==> config.mk <==
export PLATFORM = sky130hd
export DESIGN_NAME = branch_sequencer
export DESIGN_NICKNAME = d
export VERILOG_FILES = /design/src/rtl/branch_sequencer.sv
export SDC_FILE = /design/constraint.sdc
export NUM_CORES = 1
export LEC_CHECK = 0
export CORE_ASPECT_RATIO = 0.9
export CORE_MARGIN = 5
export CORE_UTILIZATION = 42
export CTS_CLUSTER_SIZE = 30
export DETAILED_ROUTE_END_ITERATION = 7
export GPL_ROUTABILITY_DRIVEN = 0
export MAX_ROUTING_LAYER = met4
export PLACE_DENSITY = 0.72
export SLEW_MARGIN = 25
export SYNTH_ARGS = -nofsm -noshare
export SYNTH_HDL_FRONTEND = slang
export SYNTH_SLANG_ARGS = --single-unit
==> constraint.sdc <==
create_clock -name clk -period 2.4 [get_ports clk]
set_input_delay 0.36 -clock clk [delete_from_list [all_inputs] [get_ports clk]]
set_output_delay 0.36 -clock clk [all_outputs]
set_load 0.02 [all_outputs]
==> src/rtl/branch_sequencer.sv <==
// Instruction address offset queue sequencer with delayed-branch and
// nullify handling; conditional branches stall fetch until the compare resolves.
module branch_sequencer (
  input  logic       clk,
  input  logic       reset,
  input  logic       LE,
  input  logic       br_valid,
  input  logic       br_bl,
  input  logic       br_comb,
  input  logic       br_n,
  input  logic       br_neg,
  input  logic [7:0] TA,
  input  logic       cond_valid,
  input  logic       cond_true,
  output logic [7:0] IAOQ_FRONT,
  output logic [7:0] IAOQ_BACK,
  output logic       nullify,
  output logic       busy
);

  typedef enum logic {SEQ, RESOLVE} state_t;

  state_t     r_state, w_state_nxt;
  logic [7:0] r_front, r_back, r_ta;
  logic       r_null, r_n, r_neg;

  logic [7:0] w_front_nxt, w_back_nxt, w_ta_nxt, w_back_inc;
  logic       w_null_nxt, w_n_nxt, w_neg_nxt;
  logic       w_br_ok;

  assign w_back_inc = r_back + 8'd4;
  // A branch sitting in the nullified delay slot never takes effect.
  assign w_br_ok    = br_valid & ~r_null;

  always_comb begin
    w_state_nxt = r_state;
    w_front_nxt = r_front;
    w_back_nxt  = r_back;
    w_null_nxt  = r_null;
    w_ta_nxt    = r_ta;
    w_n_nxt     = r_n;
    w_neg_nxt   = r_neg;
    if (LE) begin
      case (r_state)
        SEQ: begin
          if (w_br_ok && br_bl) begin
            w_front_nxt = r_back;
            w_back_nxt  = TA;
            w_null_nxt  = br_n;
          end else if (w_br_ok && br_comb) begin
            w_ta_nxt    = TA;
            w_n_nxt     = br_n;
            w_neg_nxt   = br_neg;
            w_null_nxt  = 1'b0;
            w_state_nxt = RESOLVE;
          end else begin
            w_front_nxt = r_back;
            w_back_nxt  = w_back_inc;
            w_null_nxt  = 1'b0;
          end
        end
        RESOLVE: begin
          if (cond_valid) begin
            w_front_nxt = r_back;
            w_back_nxt  = cond_true ? r_ta : w_back_inc;
            // Forward-taken / backward-not-taken skip the delay slot.
            w_null_nxt  = r_n & (cond_true ^ r_neg);
            w_state_nxt = SEQ;
          end
        end
        default: w_state_nxt = SEQ;
      endcase
    end
  end

  always_ff @(posedge clk) begin
    if (reset) begin
      r_state <= SEQ;
      r_front <= 8'h00;
      r_back  <= 8'h04;
      r_null  <= 1'b0;
      r_ta    <= 8'h00;
      r_n     <= 1'b0;
      r_neg   <= 1'b0;
    end else begin
      r_state <= w_state_nxt;
      r_front <= w_front_nxt;
      r_back  <= w_back_nxt;
      r_null  <= w_null_nxt;
      r_ta    <= w_ta_nxt;
      r_n     <= w_n_nxt;
      r_neg   <= w_neg_nxt;
    end
  end

  assign IAOQ_FRONT = r_front;
  assign IAOQ_BACK  = r_back;
  assign nullify    = r_null;
  assign busy       = (r_state == RESOLVE);

endmodule

## Yosys cells after proc, flatten, opt, wreduce, memory -nomap -nowiden

Index checks and enable logic that the tools add are counted.

| cells by class | value |
|---|---|
| add/sub/neg operators | 1 |
| bitwise logic cells | 6 |
| multiplexer cells | 16 |
| reductions and logical operators | 5 |
| equality and inequality tests | 2 |

Operator list:

| operator | count |
|---|---|
| 8-bit two-way mux | 7 |
| 8-bit one-hot mux with 2 select lines | 2 |
| 8-bit by 3-bit adder with 8-bit output (second input constant) | 1 |
| 1-bit two-way mux | 5 |
| 1-bit one-hot mux with 2 select lines | 2 |
| 4-bit AND reduction | 1 |
| 3-bit inequality test (second input constant) | 1 |
| 1-bit inverter | 3 |
| 3-bit AND reduction | 1 |
| 1-bit bitwise AND | 2 |
| 1-bit logical AND | 2 |
| 2-bit inequality test (second input constant) | 1 |
| 2-bit AND reduction | 1 |
| 1-bit XOR | 1 |

| word-level totals | value |
|---|---|
| register bits | 28 |
| output and inout bits | 18 |
| bits of input ports | 18 |

## Depth between registers and ports, before layout

| logic depth | value |
|---|---|
| depth after elaboration | 6 |
| gate-level depth with buffers | 6 |

## Least setup slack after synthesis

No wires, ideal clock.

| timing path | value |
|---|---|
| path kind | register to register |
| start | reg r_state (netlist: busy) |
| end | reg r_back[2] (netlist: IAOQ_BACK[2]) |
| library setup time | 0.120 ns |
| buffers on the path | 2 |
| arrival time | 1.528 ns |
| path slack | 0.753 ns |
| cell stages (with the launch flop) | 7 |
| period minus slack after synthesis | 1.647 ns |
| path through | dfxtp_1 buf_6 nor3b_4 a221o_1 buf_6 and2_1 a211o_1 |

| on the way | value |
|---|---|
| longest elaborated chain between the ends | 3 |
| elaborated cells on any way between the ends | 5 |
| classes of those cells | eq/ne: 2; mux: 1; bitwise: 1; reduce/logical: 1 |

RTL lines:

| item | RTL line | RTL |
|---|---|---|
| start, declared | 23 | `state_t r_state, w_state_nxt;` |
| start signal, assigned | 86 | `r_state <= w_state_nxt;` |
| 1-bit inverter | - |  |
| 3-bit inequality test (no source line) | - |  |
| 3-bit AND reduction (no source line) | - |  |
| end signal, assigned | 88 | `r_back <= w_back_nxt;` |
| end, declared | 24 | `logic [7:0] r_front, r_back, r_ta;` |

Parallel ways exist; a longest one is shown, timed or not.
A chain may end at the register's enable or synchronous reset.

## Worst setup path after layout

| timing path | value |
|---|---|
| start | reg r_state (netlist: busy) |
| end | out busy |

RTL lines:

| item | RTL line | RTL |
|---|---|---|
| end, declared | 18 | `output logic busy` |

No word-level cell between the ends.

==> results.cfg <==
[floorplanning]
core.rowCount = 19
io_pins = 36
dieArea_um2 = 4330
core_um2 = 3020
chipWidth_um = 68.8
die_y_um = 63.0
start_util_pct = 43.3

[synth]
synth_warnings = 0
netlist-cell-type-count = 36
ys_seq_elements = 28
synth.top_cell.area_share_pct = 42.8
synth.most_common_cell = dfxtp_1
synth_ff_type = dfxtp_1
syn_inst = 135
synthTopCellsByCount = dfxtp_1 (28), nor2_1 (22), mux2i_1 (19)
synth-async-reset-ratio_pct = 0
ys_top_cells_by_area = dfxtp_1 (43%), mux2i_1 (15%), nor2_1 (6.3%)
synth_edf_count = 0
synth.largest_area_cell = dfxtp_1
yosysSeqAreaShare_pct = 42.8
syn_avg_cell_area_um2 = 9.69
synth_nets = 154
netlist_area_um2 = 1310

[min_path]
hp-class = reg2reg

[routing]
wirelength_mm = 2.90
wl_per_cell_um = 13.9
ant_nets = 0
first_iter_violations = 44
drc = 0
first_pass_iters = 4
vias_per_cell = 5.30
num_vias = 1107

[sta]
finalClockSkew_ns = 0.00140
period_needed_ns = 2.02
setup_viol = 0
rsz0062_at_grt = no
layout_setup_ws_ns = 0.379
drv_slew = 0
timing.hold.ws_ns = 0.513
slew_headroom_pct = 64.3
finalSetupTns_ns = 0
fin_crit_sh_pct = 84.2
worst_pin_slew_ns = 0.535
fmax_mhz = 495
hold_viol = 0

[critical_path]
crit_chain = clkdlybuf4s50_1
cp-start-kind = flop
arrival_ns = 1.66
cpMaxStageDelayCell = clkdlybuf4s50_1
required_ns = 2.04
cp_top_family = buffers and inverters
cp-end-kind = output pin
critPathKind = reg2out
crit_buf_inv = 1
slowest_delay_ns = 0.70
crit_fanout = 11

[global_routing]
antenna_found_initial = 0
gr-total-overflow = 0
track_usage_pct = 14.6
grt_first_pass_wirelength_mm = 4.79
grt_max_degree = 23
grt_pass1_vias = 1044

[power_and_ir_drop]
vdd_ir_drop_max_mv = 0.348
p_leak_nw = 0.711
pwr_density_cell_nw_per_um2 = 527

[clock_tree]
h-tree-depth = 1
cts_tree = done
numCtsBuffers = 3
clk_pin_slew_ns = 0.14
clock_path_buffers = 2
holdBufCountCts = 0
cts_root_buf = clkbuf_4
cts.sinks = 28
clock_latency_ns = 0.32
post_cts_buffers = 0
post_cts_resized = 0

[layout]
antennaDiodeCount = 0
nets = 188
syn_to_final_growth_pct = 29.3
fillers = 267
drive_above_1_share_pct = 7.19
fin_util_pct = 56.0

[outcome]
outcome = complete, no violations

[placed_design]
pre_cts_ws_ns = 0.188
post-dp-hpwl_mm = 2.18
portBuffers = 35

[job]
maxCapViolCount = 0
## stage by stage
step,total power [mW],cells,instance area [µm²]
after detailed placement,0.716,206,1670
final,0.891,209,1690
after floorplan,0.634,135,1310
after global placement,0.711,206,1670
after global routing,0.938,209,1690
after CTS,0.899,209,1690
## metal layers
metal	track usage [%]	vias up	part of all wire (%)	wire (µm)
li1	-	557	-	-
met1	19.9	517	47	1350
met2	21.3	33	47	1360
met3	4.68	0	6.6	190
met4	2.68	0	0	0
met5	-	-	0	0
## worst paths after layout
check / startpoint / to / slack, ns / depth (start not counted)
worst min register to register: IAOQ_FRONT[1] / IAOQ_FRONT[1] / 0.51 / 2
worst max register to register: busy / IAOQ_BACK[0] / 0.45 / 5
worst max-delay path: busy / busy / 0.38 / 1
worst min-delay path: IAOQ_FRONT[1] / IAOQ_FRONT[1] / 0.51 / 2
## worst register-to-register path: stages, from the launching register on
cell      delay [ns]
dfxtp_1         0.64
nor3b_4         0.11
a221oi_4        0.52
buf_4           0.25
a21oi_1         0.07
a311oi_1        0.27
## flip-flops by register name, summed over array words and instances (netlist names)
register,count
r_ta,8
r_neg,1
IAOQ_FRONT,8
busy,1
IAOQ_BACK,8
r_n,1
nullify,1
## where the power goes
| part | internal (mW) | total (mW) | switching (mW) |
|---|---|---|---|
| Combinational | 0.101 | 0.196 | 0.0954 |
| Clock | 0.0588 | 0.186 | 0.127 |
| Sequential | 0.486 | 0.509 | 0.0233 |
## layout by cell type (no fill, tap or decap)
| cell type | count |
|---|---|
| a22oi_1 | 4 |
| nand2_1 | 3 |
| o221ai_1 | 1 |
| ha_1 | 1 |
| inv_1 | 6 |
| nor2_2 | 1 |
| mux2i_1 | 19 |
| a311oi_1 | 3 |
| clkdlybuf4s50_1 | 35 |
| a221oi_1 | 2 |
| a221o_1 | 1 |
| a21oi_1 | 5 |
| nor3b_4 | 1 |
| buf_4 | 3 |
| nand4bb_1 | 1 |
| a221oi_4 | 1 |
| o21ai_0 | 5 |
| a32o_1 | 1 |
| a22o_1 | 1 |
| and3_1 | 4 |
| clkbuf_4 | 3 |
| a211o_1 | 1 |
| and2_1 | 2 |
| and4bb_2 | 1 |
| nor2_1 | 22 |
| xor2_1 | 1 |
| nand3_1 | 2 |
| dfxtp_1 | 28 |
| o32ai_1 | 1 |
| nor4_1 | 1 |
| nand2b_1 | 1 |
| nor3_1 | 1 |
| nor2b_1 | 1 |
| o22ai_1 | 2 |
| a31o_2 | 2 |
## cell type report
class / count / area, µm² / area share (%)
flip-flops and latches: 28 / 561 / 33.1
clock buffers: 3 / 22.5 / 1.33
inverters: 6 / 22.5 / 1.33
well taps: 42 / 52.6 / 3.11
repair buffers: 38 / 373 / 22.0
multi-input cells: 92 / 661 / 39.1
## kinds of logic after synthesis
logic type / count (synthesis) / share of synthesized area [%]
DFF: 28 / 42.8
xor gates and xnor gates: 1 / 0.669
AOI/OAI and AO/OA: 30 / 18.0
and+or+nand+nor: 41 / 16.3
buffers and inverters: 15 / 6.69
muxes: 19 / 14.5
adders and majority gates: 1 / 0.956
(Power assumes the default switching activity.)
